<file path="config.mk">
export PLATFORM = sky130hd
export DESIGN_NAME = reg_access_master
export DESIGN_NICKNAME = d
export VERILOG_FILES = /design/src/rtl/reg_access_pkg.sv /design/src/rtl/reg_access_master.sv
export SDC_FILE = /design/constraint.sdc
export NUM_CORES = 1
export LEC_CHECK = 0
export ABC_AREA = 1
export CAP_MARGIN = 20
export CELL_PAD_IN_SITES_DETAIL_PLACEMENT = 0
export CELL_PAD_IN_SITES_GLOBAL_PLACEMENT = 2
export CORE_MARGIN = 1
export CORE_UTILIZATION = 29
export DETAILED_ROUTE_END_ITERATION = 8
export GPL_TIMING_DRIVEN = 1
export HOLD_SLACK_MARGIN = 0.02
export PLACE_DENSITY = 0.83
export REMOVE_ABC_BUFFERS = 1
export SETUP_SLACK_MARGIN = 0.1
export SYNTH_ARGS = -nofsm -noshare
export SYNTH_HDL_FRONTEND = slang
export SYNTH_SLANG_ARGS = --single-unit
</file>
<file path="constraint.sdc">
create_clock -name clk -period 2.5 [get_ports clk]
set_input_delay 0.25 -clock clk [delete_from_list [all_inputs] [get_ports clk]]
set_output_delay 0.25 -clock clk [all_outputs]
set_load 0.01 [all_outputs]
</file>
<file path="src/rtl/reg_access_pkg.sv">
// Shared types and address helpers for the register-file access master.
// The narrow-port address packs {mode, lane, idx}.
package reg_access_pkg;

    typedef enum logic [2:0] {
        ST_IDLE     = 3'd0,
        ST_WRITE    = 3'd1,
        ST_RD_ISSUE = 3'd2,
        ST_RD_WAIT  = 3'd3,
        ST_RESP     = 3'd4
    } state_t;

    localparam int NUM_REGS_DEFAULT = 28;

    localparam int ADDR_IDX_LSB  = 0;
    localparam int ADDR_IDX_MSB  = 4;
    localparam int ADDR_LANE_LSB = 5;
    localparam int ADDR_LANE_MSB = 6;
    localparam int ADDR_MODE_BIT = 7;

    function automatic logic [7:0] make_addr(
        input logic       mode,
        input logic [1:0] lane,
        input logic [4:0] idx
    );
        logic [7:0] addr;
        addr = 8'h00;
        addr[ADDR_IDX_MSB:ADDR_IDX_LSB]   = idx;
        addr[ADDR_LANE_MSB:ADDR_LANE_LSB] = lane;
        addr[ADDR_MODE_BIT]               = mode;
        return addr;
    endfunction

endpackage

</file>
<file path="src/rtl/reg_access_master.sv">
// Word-level request front end for the register file's narrow port: reads are
// split into 8- or 16-bit slice beats and reassembled, writes are one bus cycle.
module reg_access_master
    import reg_access_pkg::*;
#(
    parameter int NUM_REGS = NUM_REGS_DEFAULT,
    parameter int RD_LAT   = 1
) (
    input  logic        clk,
    input  logic        rst_n,
    input  logic        req_valid,
    output logic        req_ready,
    input  logic        req_write,
    input  logic        req_wide,
    input  logic [4:0]  req_idx,
    input  logic [31:0] req_wdata,
    output logic        rsp_valid,
    input  logic        rsp_ready,
    output logic [31:0] rsp_rdata,
    output logic        rsp_err,
    output logic        bus_en,
    output logic        bus_rw,
    output logic [7:0]  bus_addr,
    output logic [31:0] bus_wdata,
    input  logic [15:0] bus_rdata
);

    localparam logic [5:0] NUM_REGS_W = 6'(NUM_REGS);
    localparam logic [1:0] RD_LAT_W   = 2'(RD_LAT);

    state_t      state_r;
    logic [4:0]  idx_r;
    logic        wide_r;
    logic [1:0]  beat_r;
    logic [1:0]  wait_r;
    logic [31:0] asm_r;
    logic        req_ready_r;
    logic        rsp_valid_r;
    logic [31:0] rsp_rdata_r;
    logic        rsp_err_r;
    logic        bus_en_r;
    logic        bus_rw_r;
    logic [7:0]  bus_addr_r;
    logic [31:0] bus_wdata_r;

    logic        idx_err_s;
    logic        last_beat_s;
    logic [1:0]  next_beat_s;
    logic [31:0] asm_next_s;

    // Slice address for a read beat; 16-bit mode only uses the low lane bit.
    function automatic logic [7:0] read_addr(
        input logic       wide,
        input logic [1:0] beat,
        input logic [4:0] idx
    );
        logic [7:0] addr;
        if (wide) begin
            addr = make_addr(1'b1, {1'b0, beat[0]}, idx);
        end else begin
            addr = make_addr(1'b0, beat, idx);
        end
        return addr;
    endfunction

    // Request decode and beat bookkeeping.
    always_comb begin
        idx_err_s   = ({1'b0, req_idx} >= NUM_REGS_W);
        next_beat_s = beat_r + 2'd1;
        if (wide_r) begin
            last_beat_s = (beat_r == 2'd1);
        end else begin
            last_beat_s = (beat_r == 2'd3);
        end
    end

    // Merge the returning slice into the assembly word at the current beat.
    always_comb begin
        asm_next_s = asm_r;
        if (wide_r) begin
            if (beat_r[0]) begin
                asm_next_s[31:16] = bus_rdata;
            end else begin
                asm_next_s[15:0] = bus_rdata;
            end
        end else begin
            case (beat_r)
                2'd0:    asm_next_s[7:0]   = bus_rdata[7:0];
                2'd1:    asm_next_s[15:8]  = bus_rdata[7:0];
                2'd2:    asm_next_s[23:16] = bus_rdata[7:0];
                default: asm_next_s[31:24] = bus_rdata[7:0];
            endcase
        end
    end

    // Transaction FSM; every output is registered and bus fields idle at zero.
    always_ff @(posedge clk or negedge rst_n) begin
        if (!rst_n) begin
            state_r     <= ST_IDLE;
            idx_r       <= 5'd0;
            wide_r      <= 1'b0;
            beat_r      <= 2'd0;
            wait_r      <= 2'd0;
            asm_r       <= 32'd0;
            req_ready_r <= 1'b1;
            rsp_valid_r <= 1'b0;
            rsp_rdata_r <= 32'd0;
            rsp_err_r   <= 1'b0;
            bus_en_r    <= 1'b0;
            bus_rw_r    <= 1'b0;
            bus_addr_r  <= 8'd0;
            bus_wdata_r <= 32'd0;
        end else begin
            case (state_r)
                ST_IDLE: begin
                    if (req_valid) begin
                        idx_r       <= req_idx;
                        wide_r      <= req_wide;
                        beat_r      <= 2'd0;
                        asm_r       <= 32'd0;
                        req_ready_r <= 1'b0;
                        if (idx_err_s) begin
                            state_r     <= ST_RESP;
                            rsp_valid_r <= 1'b1;
                            rsp_err_r   <= 1'b1;
                            rsp_rdata_r <= 32'd0;
                        end else if (req_write) begin
                            state_r     <= ST_WRITE;
                            bus_en_r    <= 1'b1;
                            bus_rw_r    <= 1'b0;
                            bus_addr_r  <= make_addr(1'b0, 2'b00, req_idx);
                            bus_wdata_r <= req_wdata;
                        end else begin
                            state_r     <= ST_RD_ISSUE;
                            bus_en_r    <= 1'b1;
                            bus_rw_r    <= 1'b1;
                            bus_addr_r  <= read_addr(req_wide, 2'd0, req_idx);
                            bus_wdata_r <= 32'd0;
                        end
                    end
                end
                ST_WRITE: begin
                    state_r     <= ST_RESP;
                    bus_en_r    <= 1'b0;
                    bus_rw_r    <= 1'b0;
                    bus_addr_r  <= 8'd0;
                    bus_wdata_r <= 32'd0;
                    rsp_valid_r <= 1'b1;
                    rsp_err_r   <= 1'b0;
                    rsp_rdata_r <= 32'd0;
                end
                ST_RD_ISSUE: begin
                    state_r     <= ST_RD_WAIT;
                    wait_r      <= RD_LAT_W;
                    bus_en_r    <= 1'b0;
                    bus_rw_r    <= 1'b0;
                    bus_addr_r  <= 8'd0;
                    bus_wdata_r <= 32'd0;
                end
                ST_RD_WAIT: begin
                    if (wait_r == 2'd1) begin
                        asm_r <= asm_next_s;
                        if (last_beat_s) begin
                            state_r     <= ST_RESP;
                            rsp_valid_r <= 1'b1;
                            rsp_err_r   <= 1'b0;
                            rsp_rdata_r <= asm_next_s;
                        end else begin
                            state_r    <= ST_RD_ISSUE;
                            beat_r     <= next_beat_s;
                            bus_en_r   <= 1'b1;
                            bus_rw_r   <= 1'b1;
                            bus_addr_r <= read_addr(wide_r, next_beat_s, idx_r);
                        end
                    end else begin
                        wait_r <= wait_r - 2'd1;
                    end
                end
                ST_RESP: begin
                    // Response fields stay frozen under backpressure.
                    if (rsp_ready) begin
                        state_r     <= ST_IDLE;
                        req_ready_r <= 1'b1;
                        rsp_valid_r <= 1'b0;
                        rsp_rdata_r <= 32'd0;
                        rsp_err_r   <= 1'b0;
                    end
                end
                default: begin
                    state_r     <= ST_IDLE;
                    req_ready_r <= 1'b1;
                    rsp_valid_r <= 1'b0;
                    rsp_rdata_r <= 32'd0;
                    rsp_err_r   <= 1'b0;
                    bus_en_r    <= 1'b0;
                    bus_rw_r    <= 1'b0;
                    bus_addr_r  <= 8'd0;
                    bus_wdata_r <= 32'd0;
                end
            endcase
        end
    end

    assign req_ready = req_ready_r;
    assign rsp_valid = rsp_valid_r;
    assign rsp_rdata = rsp_rdata_r;
    assign rsp_err   = rsp_err_r;
    assign bus_en    = bus_en_r;
    assign bus_rw    = bus_rw_r;
    assign bus_addr  = bus_addr_r;
    assign bus_wdata = bus_wdata_r;

endmodule

</file>
# --- Word-level counts from Yosys, hierarchy flattened ---
# Index checks and enable logic that the tools add are counted.
word_totals:
  output_inout_bits: 77
  register_bits: 122
  input_bits: 59
  wordCells: 116
op_classes:
  magnitude_cmp: 1
  reduce_logical: 16
  n_eq_ne: 16
  bitwise: 4
  muxes: 63
  n_addsub: 2
op_table:
  columns: ["cell", "n"]
  rows:
  - ["two-way mux 32 bit", 11]
  - ["case mux 32 bit (2 select lines)", 2]
  - ["case mux 32 bit (4 select lines)", 1]
  - ["two-way mux 8 bit", 11]
  - ["two-way mux 16 bit", 2]
  - ["case mux 8 bit (3 select lines)", 1]
  - ["two-way mux 1 bit", 17]
  - ["!= test 2 bit, second input constant", 8]
  - ["two-way mux 3 bit", 5]
  - ["case mux 3 bit (5 select lines)", 1]
  - ["AND reduction 3 bit", 4]
  - ["two-way mux 2 bit", 5]
  - ["case mux 1 bit (3 select lines)", 3]
  - ["case mux 2 bit (2 select lines)", 2]
  - ["== test 3 x 2 -> 1 bit, second input constant", 2]
  - ["AND reduction 6 bit", 1]
  - ["OR reduction 3 bit", 2]
  - ["greater-or-equal comparator 5 bit, second input constant", 1]
  - ["case mux 1 bit (5 select lines)", 1]
  - ["AND reduction 5 bit", 1]
  - ["== test 2 x 1 -> 1 bit, second input constant", 2]
  - ["== test 2 bit, second input constant", 2]
  - ["inverter 1 bit", 4]
  - ["case mux 1 bit (4 select lines)", 1]
  - ["other kinds (10)", 12]

# --- Depth between registers and ports, before layout ---
depth:
  depth_word: 7
  ltp_mapped: 12
  depth_no_buf: 10

# --- Worst setup path after synthesis ---
# Ideal clock, no wire load.
synth_timing:
  kind: "register to register"
  startpoint: "register beat_r[0]"
  endpoint: "register asm_r[23]"
  t_arrival_ns: 1.963
  required_time_ns: 2.426
  path_stages_with_launch: 12
  setup_ns: 0.074
  setup_slack_ns: 0.463
  cell_sequence: "dfrtp_1 -> buf_2 -> clkinv_1 -> clkbuf_1 -> ha_1 -> clkbuf_1 -> inv_1 -> nand2_1 -> nand3_1 -> a21oi_1 -> nand2_1 -> o21ai_2"
synth_via:
  elab_chain_cells: 5
synth_rtl:
  columns: ["element", "line_no", "text"]
  rows:
  - ["start: declaration", "reg_access_master.sv:34", "logic [1:0] beat_r;"]
  - ["start signal: assignment", "reg_access_master.sv:170", "beat_r <= next_beat_s;"]
  - ["== test 2 bit", "reg_access_master.sv:87", "case (beat_r)"]
  - ["two-way mux 8 bit", "reg_access_master.sv:87", null]
  - ["two-way mux 32 bit (*)", "reg_access_master.sv:80", "if (wide_r) begin"]
  - ["two-way mux 32 bit (*)", "reg_access_master.sv:161", "if (wait_r == 2'd1) begin"]
  - ["case mux 32 bit (2 select lines) (*)", "reg_access_master.sv:114", "case (state_r)"]
  - ["end signal: assignment", "reg_access_master.sv:162", "asm_r <= asm_next_s;"]
  - ["end: declaration", "reg_access_master.sv:36", "logic [31:0] asm_r;"]
# Mark *: on every way between the ends. The rest lies on a longest branch, timed or not. The select of a mux whose other input is x is not followed.
# A chain may end at the register's enable or synchronous reset.

# --- Worst setup path in the final report ---
layout_timing:
  startpoint: "register state_r[2]"
  endpoint: "register bus_wdata_r[20] (netlist: bus_wdata[20])"
layout_via:
  elab_chain_cells: 4
layout_rtl:
  columns: ["element", "line_no", "text"]
  rows:
  - ["start: declaration", "reg_access_master.sv:31", "state_t state_r;"]
  - ["start signal: assignment", "reg_access_master.sv:99", "state_r <= ST_IDLE;"]
  - ["start signal: assignment", "reg_access_master.sv:123", "state_r <= ST_RESP;"]
  - ["start signal: assignment", "reg_access_master.sv:128", "state_r <= ST_WRITE;"]
  - ["== test 3 bit / == test 3 x 2 -> 1 bit (equally long branches)", "reg_access_master.sv:114", null]
  - ["OR reduction 2 bit (no source line)", null, null]
  - ["inverter 1 bit (no source line)", null, null]
  - ["AND reduction 3 bit (no source line)", null, null]
  - ["end signal: assignment", "reg_access_master.sv:132", "bus_wdata_r <= req_wdata;"]
  - ["end: declaration", "reg_access_master.sv:44", "logic [31:0] bus_wdata_r;"]
# Parallel ways exist; a longest one is shown, timed or not.

==> results.py <==
metrics = {
    "clock_network": {
        "worstSkewPairLatency_ps": 420,
        "cts_buffers": 17,
        "cts_setup_buffers": 0,
        "root_buffer": "clkbuf_16",
        "cts_tree": "done",
        "cts_resized": 0,
        "htree_levels": 4,
        "clock-sinks": 122,
        "clkTransAtPathRegs_ps": 60,
        "ctsHoldBuffers": 1,
        "cts.path.max_buffers": 2,
    },
    "synth": {
        "ys_async_sr_fraction": 1.00,
        "synth_top_area_frac": 0.439,
        "synth_top_area_cell": "dfrtp_1",
        "ys_seq_elements": 122,
        "synth_cells": 952,
        "synth_area_leaders": "dfrtp_1, nand2_1, nand3_1, inv_1, o21bai_1",
        "synth_area_sq_um": 6890,
        "yosysSeqAreaShare": 0.443,
        "syn_avg_cell_area_sq_um": 7.24,
        "ys_types": 30,
        "synth_ff_type": "dfrtp_1",
        "synth_edf_count": 0,
        "ys_warn_count": 0,
    },
    "floorplanning": {
        "initial_core_util": 0.295,
        "die-area_sq_um": 24400,
        "fp.dieW_um": 156,
        "num_rows": 56,
        "core_sq_um": 23400,
        "die_h_um": 156,
        "design.portCount": 136,
    },
    "timing": {
        "setup_violations": 0,
        "max_freq_mhz": 482,
        "fin_ws_ps": 424,
        "worst_slew_pin_slew_ps": 770,
        "maxSlewViolCount": 0,
        "min_period_ps": 2080,
        "fin_skew_ps": 8.78,
        "hold_viol": 0,
        "rsz0062_at_grt": "false",
        "finalCritPeriodShare": 0.831,
        "max-slew-margin-rel": 0.485,
    },
    "placed_design": {
        "post-place-ws_ps": 405,
        "place_inst": 1373,
        "io_buffers": 135,
        "globalplace.congestion": 0.764,
        "dp_hpwl_um": 13400,
    },
    "power_and_ir_drop": {
        "p_switching_uw": 3770,
        "switching_share": 0.412,
        "pwr-share-comb": 0.430,
        "power_density_nw_per_um2": 996,
        "leakage_uw": 0.00456,
        "p_clk_frac": 0.278,
        "p_int_uw": 5380,
        "power.total_uw": 9150,
        "pwr-share-seq": 0.292,
        "peakVddDrop_v": 0.000453,
    },
    "drt": {
        "wire_per_inst_um": 14.3,
        "vias": 6240,
        "finalWirelength_um": 20100,
        "dr.pass1.iters": 5,
        "drc_errors": 0,
        "via_per_inst": 4.44,
        "drt_first_iter_violations": 323,
        "ant_nets": 0,
    },
    "worst_hold_path": {
        "hold_class": "in -> async",
    },
    "critical_path": {
        "critPathKind": "reg -> reg",
        "slowest_delay_ps": 590,
        "cp-end-kind": "flip-flop",
        "r2r-start": "state_r[2]",
        "crit_chain": "inv_2 -> nand2_2 -> inv_2 -> nand2_1 -> nand2_2 -> nor2_4 -> nand2_1 -> nand2_1",
        "cp.arrival_ps": 2430,
        "critPathTopFamily": "simple AND/OR/NAND/NOR gates",
        "worstPathRequired_ps": 2850,
        "start_kind": "flip-flop",
        "path_common_cell": "nand2_1",
        "worst-path-buf-inv": 2,
        "startpoint": "state_r[2]",
        "crit_fanout": 32,
        "cpMaxStageDelayCell": "nor2_4",
    },
    "global_route": {
        "overflow": 0,
        "grt_pass1_vias": 6179,
        "grt_max_degree": 40,
        "use_met3": 0.0567,
        "track_usage": 0.177,
        "gr-usage-met2": 0.273,
        "use_met1": 0.239,
        "antenna_found_initial": 0,
        "grt_pass1_wl_um": 33600,
        "top_usage_layer": "met2",
    },
    "finish": {
        "final_cell_count_no_fill": 1406,
        "fin_nets": 1139,
        "final_cell_mix": "nand2_1, clkdlybuf4s50_1, dfrtp_1",
        "drive_gt1_frac": 0.0984,
        "final_common_cell": "nand2_1",
        "diodes": 0,
        "area_growth_pct": 33.2,
    },
    "flow_run": {
        "cap_violations": 0,
    },
    "status": {
        "status": "finished clean",
    },
}
==> stage by stage <==
step | area [sq um] | utilization | TNS (ps) | hold slack (ps)
3_5_place_dp | 8570 | 0.366 | 0 | 269
6_report | 9180 | 0.392 | 0 | 353
5_1_grt | 9180 | 0.392 | 0 | 401
4_1_cts | 9180 | 0.392 | 0 | 371
3_3_place_gp | 8570 | 0.366 | 0 | 272
2_1_floorplan | 6610 | - | -11500 | -45.6
==> power by group through the flow <==
stage | registers, uW | clock network [uW] | logic [uW]
detailed placement | 2690 | 0 | 4000
floorplan | 2860 | 0 | 1880
CTS | 2680 | 2610 | 4010
global placement | 2690 | 0 | 3990
finish | 2670 | 2540 | 3940
global route | 2730 | 2690 | 4390
==> logic make-up (layout without fill, tap and decap cells) <==
kind of cell,count (synthesis),count (layout),share of synthesized area
AOI/OAI and AO/OA,149,149,0.136
adders and majority gates,6,6,0.0109
buffers and inverters,165,300,0.101
DFF,122,122,0.443
muxes,1,1,0.00163
and+or+nand+nor,509,509,0.307
==> Yosys cell counts, types with 2 or more instances <==
cell type	count
nor2_4	4
inv_1	102
dfrtp_1	121
o21ai_1	6
inv_2	7
buf_2	18
nand2_1	375
o21ai_2	28
o21ai_0	46
nand3_1	80
nor2_1	38
nand2_2	5
clkbuf_2	3
a21oi_1	33
clkbuf_1	26
nand3_4	2
buf_6	7
o21bai_1	34
ha_1	6
==> flip-flops by register name, summed over array words and instances, names as in the netlist, 2 cells and up <==
register   count
asm_r         32
beat_r         2
idx_r          5
rsp_rdata     32
state_r        3
bus_wdata     32
bus_addr       8
wait_r         2
==> worst reg2reg max path, cell delays in order, from the launching register on <==
cell	delay, ps
dfrtp_1	430
inv_2	100
nand2_2	330
inv_2	130
nand2_1	120
nand2_2	90
nor2_4	590
nand2_1	120
nand2_1	110
==> final cells by class <==
class | instances | area (sq um)
flip-flops and latches | 122 | 3050
clock inverters | 15 | 176
repair buffers | 158 | 1570
multi-input cells | 665 | 3140
inverters | 110 | 413
clock buffers | 17 | 425
fillers | 2487 | 14200
well taps | 319 | 399
==> layer usage <==
metal  routed length [um]  share of wire
met5                    0              0
met4                  141         0.0070
met3                 1490          0.074
met2                 8940           0.45
met1                 9520           0.47
==> path summary, 6_finish.rpt <==
check                                end  slack (ps)  cells after the start
setup / recovery           bus_wdata[20]         420                      8
hold / removal             rsp_rdata[11]         350                      2
setup reg to reg           bus_wdata[20]         420                      8
hold reg to reg              bus_addr[1]         480                      2
max in group asynchronous  rsp_rdata[21]        1410                      3
min in group clk                idx_r[4]         440                      3
(Power assumes the default switching activity.)
